<file path="src/rtl/keyboard_decoder.sv">
// PS/2 keyboard front end: synchronises the raw PS/2 lines, assembles and
// checks 11-bit frames, strips break/extended prefixes and posts the six
// game keys as 3-bit operation codes with a ready/read-finished handshake.
module keyboard_decoder #(
    parameter int TIMEOUT_CYCLES = 50000,
    parameter int LOG2_TIMEOUT   = 16
) (
    input  logic       clock,
    input  logic       reset,
    input  logic       ps2_clock,
    input  logic       ps2_data,
    input  logic       keyboard_read_fin,
    output logic       keyboard_ready,
    output logic [2:0] keyboard_data,
    output logic       frame_error
);

    localparam logic [2:0] OP_W     = 3'b000;
    localparam logic [2:0] OP_A     = 3'b001;
    localparam logic [2:0] OP_S     = 3'b010;
    localparam logic [2:0] OP_D     = 3'b011;
    localparam logic [2:0] OP_SPACE = 3'b100;
    localparam logic [2:0] OP_Z     = 3'b101;
    localparam logic [2:0] OP_NONE  = 3'b110;

    localparam logic [LOG2_TIMEOUT-1:0] TIMEOUT_LAST = LOG2_TIMEOUT'(TIMEOUT_CYCLES - 1);

    typedef enum logic [1:0] {
        IDLE,
        BREAK,
        EXT,
        EXT_BREAK
    } prefix_state_t;

    prefix_state_t state, next_state;

    logic                    ps2_clock_s1, ps2_clock_s2, ps2_clock_prev;
    logic                    ps2_data_s1, ps2_data_s2;
    logic                    fall_edge;
    logic [3:0]              bit_cnt;
    logic [9:0]              frame_bits;
    logic [LOG2_TIMEOUT-1:0] timeout_cnt;
    logic                    frame_ok;
    logic                    byte_valid;
    logic [7:0]              rx_byte;
    logic                    post;
    logic [2:0]              post_op;

    // Two-flop synchronisers for both PS/2 lines plus a history flop on the clock line
    always_ff @(posedge clock or negedge reset) begin
        if (!reset) begin
            ps2_clock_s1   <= 1'b1;
            ps2_clock_s2   <= 1'b1;
            ps2_clock_prev <= 1'b1;
            ps2_data_s1    <= 1'b1;
            ps2_data_s2    <= 1'b1;
        end else begin
            ps2_clock_s1   <= ps2_clock;
            ps2_clock_s2   <= ps2_clock_s1;
            ps2_clock_prev <= ps2_clock_s2;
            ps2_data_s1    <= ps2_data;
            ps2_data_s2    <= ps2_data_s1;
        end
    end

    assign fall_edge = ps2_clock_prev & ~ps2_clock_s2;

    // The stop bit is the live sample; start, data and parity are already shifted in
    assign frame_ok = ~frame_bits[0] & ps2_data_s2 & (^frame_bits[9:1]);

    // Frame assembly, validation and the inter-edge watchdog that aborts stalled frames
    always_ff @(posedge clock or negedge reset) begin
        if (!reset) begin
            bit_cnt     <= '0;
            frame_bits  <= '0;
            timeout_cnt <= '0;
            byte_valid  <= 1'b0;
            rx_byte     <= '0;
            frame_error <= 1'b0;
        end else begin
            byte_valid  <= 1'b0;
            frame_error <= 1'b0;
            if (fall_edge) begin
                timeout_cnt <= '0;
                if (bit_cnt == 4'd10) begin
                    bit_cnt <= '0;
                    if (frame_ok) begin
                        byte_valid <= 1'b1;
                        rx_byte    <= frame_bits[8:1];
                    end else begin
                        frame_error <= 1'b1;
                    end
                end else begin
                    bit_cnt    <= bit_cnt + 4'd1;
                    frame_bits <= {ps2_data_s2, frame_bits[9:1]};
                end
            end else if (bit_cnt != 4'd0) begin
                if (timeout_cnt == TIMEOUT_LAST) begin
                    bit_cnt     <= '0;
                    timeout_cnt <= '0;
                    frame_error <= 1'b1;
                end else begin
                    timeout_cnt <= timeout_cnt + 1'b1;
                end
            end
        end
    end

    // Prefix state register
    always_ff @(posedge clock or negedge reset) begin
        if (!reset) begin
            state <= IDLE;
        end else begin
            state <= next_state;
        end
    end

    // Prefix decoding: swallow key releases and extended keys, map make codes to ops
    always_comb begin
        next_state = state;
        post       = 1'b0;
        post_op    = OP_NONE;
        if (byte_valid) begin
            case (state)
                IDLE: begin
                    case (rx_byte)
                        8'hF0: next_state = BREAK;
                        8'hE0: next_state = EXT;
                        8'h1D: begin post = 1'b1; post_op = OP_W;     end
                        8'h1C: begin post = 1'b1; post_op = OP_A;     end
                        8'h1B: begin post = 1'b1; post_op = OP_S;     end
                        8'h23: begin post = 1'b1; post_op = OP_D;     end
                        8'h29: begin post = 1'b1; post_op = OP_SPACE; end
                        8'h1A: begin post = 1'b1; post_op = OP_Z;     end
                        default: next_state = IDLE;
                    endcase
                end
                BREAK:     next_state = IDLE;
                EXT:       next_state = (rx_byte == 8'hF0) ? EXT_BREAK : IDLE;
                EXT_BREAK: next_state = IDLE;
                default:   next_state = IDLE;
            endcase
        end
    end

    // Output handshake: a new post always wins over a read, latest op overwrites
    always_ff @(posedge clock or negedge reset) begin
        if (!reset) begin
            keyboard_ready <= 1'b0;
            keyboard_data  <= OP_NONE;
        end else if (post) begin
            keyboard_ready <= 1'b1;
            keyboard_data  <= post_op;
        end else if (keyboard_read_fin && keyboard_ready) begin
            keyboard_ready <= 1'b0;
        end
    end

endmodule

</file>
<file path="config.mk">
export PLATFORM = sky130hd
export DESIGN_NAME = keyboard_decoder
export DESIGN_NICKNAME = d
export VERILOG_FILES = /design/src/rtl/keyboard_decoder.sv
export SDC_FILE = /design/constraint.sdc
export NUM_CORES = 1
export LEC_CHECK = 0
export CORE_AREA = 2 2 67 69
export CTS_CLUSTER_DIAMETER = 40
export DETAILED_ROUTE_END_ITERATION = 10
export DIE_AREA = 0 0 69 71
export PLACE_DENSITY = 0.77
export RECOVER_POWER = 25
export SLEW_MARGIN = 20
export SYNTH_ARGS = -nofsm -noshare
export SYNTH_HDL_FRONTEND = slang
export SYNTH_SLANG_ARGS = --single-unit
</file>
<file path="constraint.sdc">
create_clock -name clock -period 2.4 [get_ports clock]
set_input_delay 0.24 -clock clock [delete_from_list [all_inputs] [get_ports clock]]
set_output_delay 0.24 -clock clock [all_outputs]
set_load 0.02 [all_outputs]
</file>
======== After elaboration in Yosys (flattened, before gate mapping) ========
Cells that the tools add are included.
operators by class
  reduce and logical (&&, ||, !) cells .... 13
  mux-type cells .......................... 26
  eq/ne operators ......................... 14
  $add $sub $neg .......................... 2
  bitwise logic cells ..................... 6
operator list
  operator                 count
  $mux W16                 3
  $eq A8 B5 Y1 const B     4
  $pmux W3 S6              1
  $add A16 B1 Y16 const B  1
  $eq A16 B16 Y1 const B   1
  $eq A8 B6 Y1 const B     2
  $eq A8 B8 Y1 const B     2
  $mux W4                  4
  $mux W1                  13
  $pmux W2 S3              2
  $reduce_xor A9 Y1        1
  $mux W3                  2
  $reduce_and A2 Y1        3
  $reduce_bool A2 Y1       3
  $reduce_or A6 Y1         1
  $add A4 B1 Y4 const B    1
  $eq A2 B2 Y1 const B     2
  $eq A4 B4 Y1 const B     1
  $reduce_bool A4 Y1       1
  $and A1 B1 Y1            3
  $not A1 Y1               3
  $reduce_and A3 Y1        1
  $eq A2 B1 Y1 const B     1
  $logic_not A2 Y1         1
  other kinds (4)          4
word-level totals
  logic and storage cells ................. 75
  bits in registers ....................... 51
  bits of input ports ..................... 5
  output and inout port bits .............. 5

======== Logic depth before layout (Yosys ltp) ========
Gate-level depths: netlist (run 1).
  depth in word-level cells ............... 6
  depth in mapped cells ................... 7
  depth with buffers taken out ............ 7

======== Least setup slack after synthesis (run 1) ========
No wires, ideal clock.
  path kind ............................... register to register
  from .................................... register frame_bits[3]
  to ...................................... register rx_byte[0]
  clock period less this slack ............ 1.955 ns
  library setup time ...................... 0.125 ns
  path slack .............................. 0.445 ns
  cell stages (with the launch flop) ...... 6
  data arrival time ....................... 1.830 ns
  buffers on the path ..................... 0
  required time ........................... 2.275 ns
  cells stage by stage .................... dfrtp_1 xor2_1 xnor3_1 xnor2_1 nor3_4 mux2_2
between the ends
  cells in the longest elaborated chain, start to end .. 3
RTL lines
  element                      line  text
  from (decl)                  41    logic [9:0] frame_bits;
  from (signal assigned)       95    frame_bits <= {ps2_data_s2, frame_bits[9:1]};
  $reduce_xor A9 Y1            69    assign frame_ok = ~frame_bits[0] & ps2_data_s2 & (^frame_bits[9:1]);
  $and A1 B1 Y1                69
  $reduce_and A3 Y1 (no line)  n/a
  to (signal assigned)         89    rx_byte <= frame_bits[8:1];
  to (decl)                    45    logic [7:0] rx_byte;
Every way passes these cells.
A chain may end at the register's enable or synchronous reset.

======== Worst setup path after layout (run 1) ========
  from .................................... register frame_bits[3]
  to ...................................... register rx_byte[6]
Same word-level chain as after synthesis.

==> flow_summary.ini, run 1 <==
[worst_hold_path]
worstHoldEndpoint = ps2_data_s2
holdPathStages = 0
timing.hold.worst.class = register to register
timing.hold.worst.start = ps2_data_s1

[synthesis]
syn_area_per_cell_sq_um = 11.4
synth_async_sr_flop_share_pct = 100
postSynth.topFlopCell = sky130_fd_sc_hd__dfrtp_1
post_synthesis_net_count = 221
synth_warnings = 0
synth_largest_type_area_fraction_pct = 45.6
yosysSeqAreaShare_pct = 53.3
ys_ff_latch = 51
synth_top_cell_by_area = sky130_fd_sc_hd__dfrtp_1
post_syn_area_sq_um = 2410
synth.distinct_cells = 43
dominant_cell_by_count_in_the_synthesized_netlist = sky130_fd_sc_hd__dfrtp_1
synth_edf_count = 0
yosys-top-cells-area = sky130_fd_sc_hd__dfrtp_1 (46%), sky130_fd_sc_hd__mux2_2 (8.4%), sky130_fd_sc_hd__dfstp_2 (7.6%)
syn-instance-count = 212
synth.top_cells.by_count = sky130_fd_sc_hd__dfrtp_1 (44), sky130_fd_sc_hd__nor2_1 (21), sky130_fd_sc_hd__mux2_2 (18)

[sta]
timing.hold.ws_ns = 0.363
hold_viol = 0
final.period_utilization_pct = 88.2
finClkSkew_ns = 0.0139
min_period_ns = 2.12
setup_repair_after_global_routing_missed_its_margin = no
slew-limit-headroom_pct = 41.5
finalSetupViolCount = 0
tightestPinTransition_ns = 0.877
fmaxAchievable_mhz = 472
finalMaxSlewViolations = 0
setup_tns_ns = 0

[power]
power_leakage_nw = 1.19
p_per_area_nw_per_um2 = 811
vdd.ir_drop.worst_v = 0.000684

[clocking]
clock_buffer_depth = 2
insertion_delay_ns = 0.30
ctsHtreeMaxLevel = 2
cts_repair_resize_count = 0
cts.sinks = 51
ctsRootBufferMaster = sky130_fd_sc_hd__clkbuf_8
cts_tree = done
cts_inserted_buffers = 5
register_clock_pin_slew_on_the_reported_worst_setup_and_hold_paths_ns = 0.09

[detailed_routing]
drt_drc_violations_left = 0
number_of_vias_in_the_routed_layout = 1592
detail_route.iter0.violations = 115
viasPerCell = 5.63
drt-pass1-iter-count = 5
wl_per_cell_um = 14.1
postRouteAntennaNets = 0
wl_um = 3980

[setup_path]
ff2ff_path_depth = 5
crit_path_end_kind = register
rr_startpoint = frame_bits[3]
worstSetupPathType = register to register
critical_path_required_ns = 2.59
critical_path.max_fanout = 9
timing.critical_path.arrival_ns = 2.31
worst_r2r_endpoint = rx_byte[6]
setup.reg_to_reg.worst_slack_ns = 0.28
cp-start-kind = register

[cells_and_area]
final_net_count = 239
finalInstanceArea_sq_um = 2690
layoutNonFillerInstCount = 283
filler_cell_count = 350
n_antenna_cell = 0
final_layout_size_suffix_gt1_share_pct = 16.9
synthToLayoutAreaGrowth_pct = 11.3

[die]
die_boundary_width_um = 69
die_y_um = 71
floorplan.rows = 24
starting_density_pct = 57.4
ports = 10
floorplan.core_area_sq_um = 4200
die-area_sq_um = 4900

[grt]
grt_max_degree = 21
antenna_found_initial = 0
grt-ovfl-total = 0
wire_length_of_the_first_global_routing_pass_um = 7270
first_global_vias = 1558
gr-usage-all-layers_pct = 18.7

[placement]
dp.cells = 274
place_congestion = 0.816
hpwlAfterDp_um = 2860
post_dp_cell_area_sq_um = 2580
i_o_buffers = 9

[flow_run]
drv.max_cap_violation_count = 0

[run_status]
run_status = completed
## what timing repair did
action,in CTS,in global routing
hold buffers,1,0
setup buffers,0,0
endpoints found under the hold margin,12,0
## power by group
part	switching, mW	total, mW	internal (mW)	leakage [nW]
Combinational	0.255	0.547	0.293	0.482
Sequential	0.131	1.12	0.984	0.660
Clock	0.280	0.516	0.236	0.0516
Total	0.665	2.18	1.51	1.19
## placed cells by master (no fill, tap or decap), types with 4 or more instances in the layout
master,Yosys,layout
sky130_fd_sc_hd__dfrtp_1,44,44
sky130_fd_sc_hd__mux2_2,18,18
sky130_fd_sc_hd__clkbuf_8,0,6
sky130_fd_sc_hd__clkdlybuf4s50_1,0,6
sky130_fd_sc_hd__nor3_1,4,4
sky130_fd_sc_hd__nand2_1,11,11
sky130_fd_sc_hd__buf_4,0,4
sky130_fd_sc_hd__xor2_1,11,11
sky130_fd_sc_hd__xnor2_1,8,8
sky130_fd_sc_hd__nor2_1,21,21
sky130_fd_sc_hd__dfstp_2,7,6
sky130_fd_sc_hd__nand2b_1,6,6
sky130_fd_sc_hd__inv_1,8,8
sky130_fd_sc_hd__o21ai_0,7,7
sky130_fd_sc_hd__ha_1,4,4
sky130_fd_sc_hd__nand4_1,5,5
sky130_fd_sc_hd__nand3_1,11,11
sky130_fd_sc_hd__a21o_1,4,4
sky130_fd_sc_hd__nor3b_1,4,4
## state kept, by name, summed over array words and instances (netlist names)
signal / cells
keyboard_data: 3
timeout_cnt: 16
ps2_clock_prev: 1
bit_cnt: 4
frame_error: 1
frame_bits: 10
ps2_data_s1: 1
state: 2
byte_valid: 1
ps2_clock_s1: 1
keyboard_ready: 1
rx_byte: 8
ps2_data_s2: 1
ps2_clock_s2: 1
## cell families after synthesis
group                      Yosys count  share of synthesized area [%]
and+or+nand+nor                     80                           18.9
AOI/OAI and AO/OA                   27                           7.62
muxes                               18                           8.40
xor gates and xnor gates            20                           7.83
adders and majority gates            4                           2.07
DFF                                 51                           53.3
buffers and inverters               12                           1.92
## how the worst max path moves through the flow
stage | from | end | slack (ns) | cells after the start
after floorplan | frame_bits[3] | rx_byte[0] | 0.45 | 5
after global placement | frame_bits[3] | rx_byte[4] | 0.30 | 5
after detailed placement | frame_bits[3] | rx_byte[6] | 0.28 | 5
after CTS | frame_bits[3] | rx_byte[6] | 0.27 | 5
after global routing | frame_bits[3] | rx_byte[6] | 0.12 | 5
final | frame_bits[3] | rx_byte[6] | 0.28 | 5
## layout make-up
cell class	count	area [sq um]	area share, %
clock buffer	6	82.6	3.08
clock inverter	2	13.8	0.513
inverter	8	30.0	1.12
multi-input combinational	149	1080	40.3
sequential	51	1280	47.9
tap	52	65.1	2.42
timing repair buffer	15	128	4.75
## per-stage QoR
step / util, % / setup WS, ns / total power, mW
finish: 63.9 / 0.282 / 2.18
global route: 63.9 / 0.116 / 2.32
CTS: 64.0 / 0.265 / 2.20
detailed placement: 61.5 / 0.280 / 1.68
global placement: 61.5 / 0.304 / 1.66
floorplan: - / 0.445 / 1.55
## critical path, stage by stage, from the launching register on
cell and delay [ns]:
sky130_fd_sc_hd__dfrtp_1 0.42, sky130_fd_sc_hd__xor2_1 0.16, sky130_fd_sc_hd__xnor3_1 0.42, sky130_fd_sc_hd__xnor2_1 0.18, sky130_fd_sc_hd__nor3_4 0.43, sky130_fd_sc_hd__mux2_2 0.39
## per-layer routing
metal	vias up	track usage [%]	wire length, um
met5	-	0	0
met4	0	7.84	71
met3	7	4.84	119
met2	25	28.4	1820
met1	777	25.8	1970
li1	783	-	-
(Power assumes the default switching activity.)
==> inputs of run 2 (changes only) <==
--- a/config.mk
+++ b/config.mk
@@ -5,11 +5,12 @@
 export SDC_FILE = /design/constraint.sdc
 export NUM_CORES = 1
 export LEC_CHECK = 0
-export CORE_AREA = 2 2 67 69
+export ABC_AREA = 1
+export CORE_AREA = 2 2 71 73
 export CTS_CLUSTER_DIAMETER = 40
 export DETAILED_ROUTE_END_ITERATION = 10
-export DIE_AREA = 0 0 69 71
-export PLACE_DENSITY = 0.77
+export DIE_AREA = 0 0 73 75
+export PLACE_DENSITY = 0.76
 export RECOVER_POWER = 25
 export SLEW_MARGIN = 20
 export SYNTH_ARGS = -nofsm -noshare
==> flow_summary.ini, run 2 <==
[synthesis]
synth.top_cells.by_count = sky130_fd_sc_hd__nand2_1 (99), sky130_fd_sc_hd__dfrtp_1 (44), sky130_fd_sc_hd__inv_1 (36)
syn-instance-count = 339
syn_area_per_cell_sq_um = 7.95
dominant_cell_by_count_in_the_synthesized_netlist = sky130_fd_sc_hd__nand2_1
postSynth.topFlopCell = sky130_fd_sc_hd__dfrtp_1
post_synthesis_net_count = 348
synth_async_sr_flop_share_pct = 100
synth_top_cell_by_area = sky130_fd_sc_hd__dfrtp_1
ys_ff_latch = 51
synth_largest_type_area_fraction_pct = 40.9
yosys-top-cells-area = sky130_fd_sc_hd__dfrtp_1 (41%), sky130_fd_sc_hd__nand2_1 (14%), sky130_fd_sc_hd__dfstp_2 (6.8%)
synth_edf_count = 0
synth.distinct_cells = 34
synth_warnings = 0
post_syn_area_sq_um = 2690
yosysSeqAreaShare_pct = 47.7

[sta]
slew-limit-headroom_pct = 19.6
finalMaxSlewViolations = 0
min_period_ns = 1.69
finClkSkew_ns = 0.00626
finalSetupViolCount = 0
tightestPinTransition_ns = 1.21
timing.hold.ws_ns = 0.256
setup_repair_after_global_routing_missed_its_margin = no
setup_tns_ns = 0
hold_viol = 0
final.period_utilization_pct = 70.2
fmaxAchievable_mhz = 593

[cells_and_area]
final_net_count = 362
multi_input_logic_area_sq_um = 1230
final_common_cell = sky130_fd_sc_hd__nand2_1
flip_flop_count_of_the_largest_register_after_layout = 16
layout_common_cells = sky130_fd_sc_hd__nand2_1 (99), sky130_fd_sc_hd__dfrtp_1 (44), sky130_fd_sc_hd__inv_1 (36)
layoutNonFillerInstCount = 408
final_layout_size_suffix_gt1_share_pct = 13.6
n_antenna_cell = 0
register_containing_the_most_flip_flops_in_the_final_layout = timeout_cnt
final-seq-area_sq_um = 1280
filler_cell_count = 401
largest_registers = timeout_cnt: 16 flops, frame_bits: 10 flops, rx_byte: 8 flops
synthToLayoutAreaGrowth_pct = 9.48

[clocking]
cts_tree = done
postCtsHoldBufs = 0
ctsRootBufferMaster = sky130_fd_sc_hd__clkbuf_8
ctsHtreeMaxLevel = 2
clock_buffer_depth = 2
register_clock_pin_slew_on_the_reported_worst_setup_and_hold_paths_ns = 0.09
cts_setup_buffers = 0
insertion_delay_ns = 0.31
cts_inserted_buffers = 5
cts_repair_resize_count = 0
cts.sinks = 51

[die]
floorplan.core_area_sq_um = 4660
die_y_um = 75
floorplan.rows = 25
starting_density_pct = 57.8
die_boundary_width_um = 73
ports = 10
die-area_sq_um = 5480

[power]
p_sw_share_pct = 35.9
switching_power_mw = 0.848
p_per_area_nw_per_um2 = 802
power.clock.fraction_pct = 25.4
power_frac_seq_pct = 48.2
vdd.ir_drop.worst_v = 0.000519
intPower_mw = 1.52
power_leakage_nw = 1.45
pwr-share-comb_pct = 26.4

[setup_path]
rr_startpoint = timeout_cnt[0]
setup.reg_to_reg.worst_slack_ns = 0.71
worstSetupPathType = register to register
crit_path_end_kind = register
critical_path.max_fanout = 10
timing.critical_path.arrival_ns = 1.91
worst_r2r_endpoint = frame_error
ff2ff_path_depth = 9
critical_path_required_ns = 2.63
cp-start-kind = register

[worst_hold_path]
timing.hold.worst.class = input port to asynchronous set/reset pin

[placement]
place_congestion = 0.879
hpwlAfterDp_um = 3550
dp.cells = 400
i_o_buffers = 9

[detailed_routing]
routedLengthMet1_um = 2300
wl_um = 4780
postRouteAntennaNets = 0
wl_met3_um = 164
number_of_vias_in_the_routed_layout = 2140
detail_route.iter0.violations = 162
viasPerCell = 5.25
drt-pass1-iter-count = 4
drt_drc_violations_left = 0
met2_wirelength_um = 2260
route.top_layer_used = met4
wl_per_cell_um = 11.7

[flow_run]
drv.max_cap_violation_count = 0

[grt]
antenna_found_initial = 0
first_global_vias = 2021
gr-usage-all-layers_pct = 20.0
grt-ovfl-total = 0
wire_length_of_the_first_global_routing_pass_um = 8540
grt_max_degree = 52

[run_status]
run_status = completed
[run 2: cell types whose count changed after synthesis, moves of 6 or more]
cell,change
sky130_fd_sc_hd__mux2_2,-18
sky130_fd_sc_hd__nand2b_1,-6
sky130_fd_sc_hd__xnor2_1,-7
sky130_fd_sc_hd__o21ai_0,+9
sky130_fd_sc_hd__nand4_1,+13
sky130_fd_sc_hd__nand2_2,+8
sky130_fd_sc_hd__nand2_1,+88
sky130_fd_sc_hd__nor2_1,+13
sky130_fd_sc_hd__xor2_1,-7
sky130_fd_sc_hd__inv_1,+28
[run 2: layout make-up]
type / instances / share of cell area (%)
clock buffer: 5 / 2.33
clock inverter: 3 / 1.48
timing repair buffer: 10 / 3.05
tap: 54 / 2.29
sequential: 51 / 43.6
multi-input combinational: 243 / 41.9
inverter: 42 / 5.39
[run 2: cells by family after synthesis]
kind of cell               Yosys count  synth area share [%]
AOI/OAI and AO/OA                   31                  6.41
xor gates and xnor gates             5                  1.63
adders and majority gates            4                  1.86
buffers and inverters               45                  6.46
DFF                                 51                  47.7
and+or+nand+nor                    203                  36.0
[run 2: worst max path at each step]
stage | cells after the start | endpoint | from
final | 9 | frame_error | timeout_cnt[0]
after global routing | 9 | frame_error | timeout_cnt[0]
after CTS | 9 | frame_error | timeout_cnt[0]
after detailed placement | 8 | bit_cnt[1] | bit_cnt[0]
after global placement | 9 | frame_error | timeout_cnt[0]
after floorplan | 10 | timeout_cnt[15] | bit_cnt[0]
[run 2: critical path, cell delays in order (launching register included)]
cell	delay, ns
sky130_fd_sc_hd__dfrtp_1	0.43
sky130_fd_sc_hd__ha_1	0.24
sky130_fd_sc_hd__nand3_1	0.11
sky130_fd_sc_hd__nor2_1	0.12
sky130_fd_sc_hd__nand4_1	0.10
sky130_fd_sc_hd__nand2_1	0.11
sky130_fd_sc_hd__nand2_2	0.15
sky130_fd_sc_hd__clkinv_2	0.14
sky130_fd_sc_hd__nand2_1	0.07
sky130_fd_sc_hd__nor2_1	0.15
[run 2: per-layer routing]
metal,track usage [%],vias up
li1,-,1118
met1,26.3,989
met2,33.0,29
met3,4.42,4
met4,6.38,0
met5,0,-
[run 2: power groups by stage]
stage / Combinational, mW / Clock [mW] / Sequential, mW
floorplan: 0.504 / 0 / 1.12
global route: 0.721 / 0.651 / 1.16
detailed placement: 0.628 / 0 / 1.15
global placement: 0.601 / 0 / 1.15
finish: 0.624 / 0.600 / 1.14
CTS: 0.633 / 0.620 / 1.14
[run 2: metrics by stage]
step,power (mW),setup slack (ns),instance area [sq um],util (%)
global placement,1.75,0.765,2840,60.9
detailed placement,1.78,0.735,2840,60.9
floorplan,1.62,0.948,2690,-
CTS,2.39,0.703,2950,63.3
global route,2.53,0.426,2950,63.3
finish,2.36,0.715,2950,63.3
==> inputs of run 3 (changes only) <==
==> constraint.sdc (replaced) <==
create_clock -name clock -period 1.56 [get_ports clock]
set_input_delay 0.156 -clock clock [delete_from_list [all_inputs] [get_ports clock]]
set_output_delay 0.156 -clock clock [all_outputs]
set_load 0.02 [all_outputs]
==> flow_summary.ini, run 3 (synthesis results as in run 2) <==
[die]
ports = 10
die-area_sq_um = 5480
floorplan.core_area_sq_um = 4660
starting_density_pct = 57.8
die_y_um = 75
floorplan.rows = 25
die_boundary_width_um = 73

[clocking]
clock_buffer_depth = 2
cts.sinks = 51
cts_tree = done
ctsRootBufferMaster = sky130_fd_sc_hd__clkbuf_8
cts_inserted_buffers = 5
insertion_delay_ns = 0.31
ctsHtreeMaxLevel = 2
register_clock_pin_slew_on_the_reported_worst_setup_and_hold_paths_ns = 0.09

[grt]
gr-usage-all-layers_pct = 19.9
wire_length_of_the_first_global_routing_pass_um = 8540
antenna_found_initial = 0
grt-ovfl-total = 0
grt_max_degree = 23
first_global_vias = 2024

[cells_and_area]
synthToLayoutAreaGrowth_pct = 23.5
final_net_count = 393
layout_common_cells = sky130_fd_sc_hd__nand2_1 (93), sky130_fd_sc_hd__dfrtp_1 (40), sky130_fd_sc_hd__nor2_1 (31)
register_containing_the_most_flip_flops_in_the_final_layout = timeout_cnt
flip_flop_count_of_the_largest_register_after_layout = 16
n_antenna_cell = 0
final_layout_size_suffix_gt1_share_pct = 26.2
finalCoreUtilization_pct = 71.4
final_common_cell = sky130_fd_sc_hd__nand2_1
largest_registers = timeout_cnt: 16 flops, frame_bits: 10 flops, rx_byte: 8 flops

[power]
power_frac_seq_pct = 44.3
vdd.ir_drop.worst_v = 0.000788
pwr-share-comb_pct = 36.1
power.clock.fraction_pct = 19.6
intPower_mw = 2.50
report.power.total_mw = 3.96
p_per_area_nw_per_um2 = 1190
switching_power_mw = 1.46
power_leakage_nw = 1.64
p_sw_share_pct = 36.9

[detailed_routing]
drt_drc_violations_left = 0
wl_per_cell_um = 12.5
postRouteAntennaNets = 0
number_of_vias_in_the_routed_layout = 2337
detail_route.iter0.violations = 171
wl_um = 5500
drt-pass1-iter-count = 4
viasPerCell = 5.32

[run_status]
run_status = completed

[setup_path]
worstSetupPathType = register to register
timing.critical_path.cells = buf_6 > nand3_4 > nor3_4 > nand2_2 > nor3_4 > nand2_2 > o21ai_2 > nor2_1
ff2ff_path_depth = 8
timing.critical_path.arrival_ns = 1.75
worst_r2r_endpoint = timeout_cnt[15]
setup.reg_to_reg.worst_slack_ns = 0.01
critical_path.slowest_cell = sky130_fd_sc_hd__dfrtp_1
critical_path_required_ns = 1.76
cp-start-kind = register
largest_stage_delay_on_the_critical_path_ns = 0.38
critical_path.max_fanout = 4
rr_startpoint = timeout_cnt[0]
crit_path_end_kind = register

[sta]
tightestPinTransition_ns = 0.966
postLayoutSetupSlackWorst_ns = 0.0116
finalMaxSlewViolations = 0
finClkSkew_ns = 0.0142
hold_viol = 0
final.period_utilization_pct = 99.3
slew-limit-headroom_pct = 35.6
finalSetupViolCount = 0
fmaxAchievable_mhz = 646
setup_repair_after_global_routing_missed_its_margin = yes
min_period_ns = 1.55

[worst_hold_path]
worstHoldEndpoint = ps2_data_s2
holdPathStages = 0
timing.hold.worst.start = ps2_data_s1
timing.hold.worst.class = register to register

[placement]
hpwlAfterDp_um = 3640
place_worst_setup_slack_ns = 0.0170
i_o_buffers = 9
place_congestion = 0.856

[flow_run]
drv.max_cap_violation_count = 0
==> run 3: cell count changes in the layout (fill, tap and decap cells not counted), moves of 6 or more <==
cell,change
sky130_fd_sc_hd__buf_4,+24
sky130_fd_sc_hd__inv_1,-6
sky130_fd_sc_hd__inv_2,+6
sky130_fd_sc_hd__nand2_1,-6
==> run 3: through the flow <==
step           TNS (ns)  instances  area (sq um)  hold slack, ns
5_1_grt          -0.903        439          3330           0.362
2_1_floorplan         0        339          2690          -0.140
6_report              0        439          3330           0.359
4_1_cts               0        421          3070           0.251
3_3_place_gp          0        412          2970           0.106
3_5_place_dp          0        412          2970           0.108
==> run 3: power by group through the flow <==
| stage | registers, mW | clock network, mW | logic, mW |
|---|---|---|---|
| CTS | 1.72 | 0.807 | 1.10 |
| global placement | 1.74 | 0 | 1.06 |
| floorplan | 1.72 | 0 | 0.775 |
| finish | 1.75 | 0.776 | 1.43 |
| global route | 1.78 | 0.838 | 1.59 |
| detailed placement | 1.74 | 0 | 1.09 |
==> run 3: cell type report <==
cell class	count	area, sq um
fillers	362	1340
multi-input cells	245	1360
flip-flops and latches	51	1290
well taps	54	67.6
repair buffers	39	354
inverters	42	159
clock buffers	7	86.3
clock inverters	1	5.00
==> run 3: metal layers <==
layer / share of wire [%] / GRT usage, % / up-vias
met4: 1.8 / 7.00 / 0
met1: 45 / 25.8 / 1097
li1: - / - / 1193
met5: 0 / 0 / -
met2: 50 / 32.9 / 37
met3: 3.0 / 4.55 / 10
==> run 3: what timing repair did <==
action | in CTS | in global routing
pin swaps | 0 | 17
hold buffers | 1 | 0
hold endpoints to repair | 14 | 0
endpoints found under the setup margin | 2 | 27
gates resized for setup | 2 | 41
cloned | 0 | 2
buffers inserted | 0 | 16
==> run 3: how the worst max path moves through the flow <==
| stage | start | endpoint |
|---|---|---|
| 3_5_place_dp | bit_cnt[1] | timeout_cnt[15] |
| 2_1_floorplan | bit_cnt[0] | timeout_cnt[15] |
| 3_3_place_gp | bit_cnt[0] | bit_cnt[1] |
| 4_1_cts | bit_cnt[1] | timeout_cnt[15] |
| 5_1_grt | timeout_cnt[1] | timeout_cnt[9] |
| 6_report | timeout_cnt[0] | timeout_cnt[15] |
==> run 3: worst max-delay path, delay by kind of cell, from the launching register on <==
kind | cells | cell delay (ns)
flip-flops | 1 | 0.38
AO/OA/AOI/OAI | 1 | 0.13
buffers and inverters | 1 | 0.12
AND/OR/NAND/NOR | 6 | 0.82
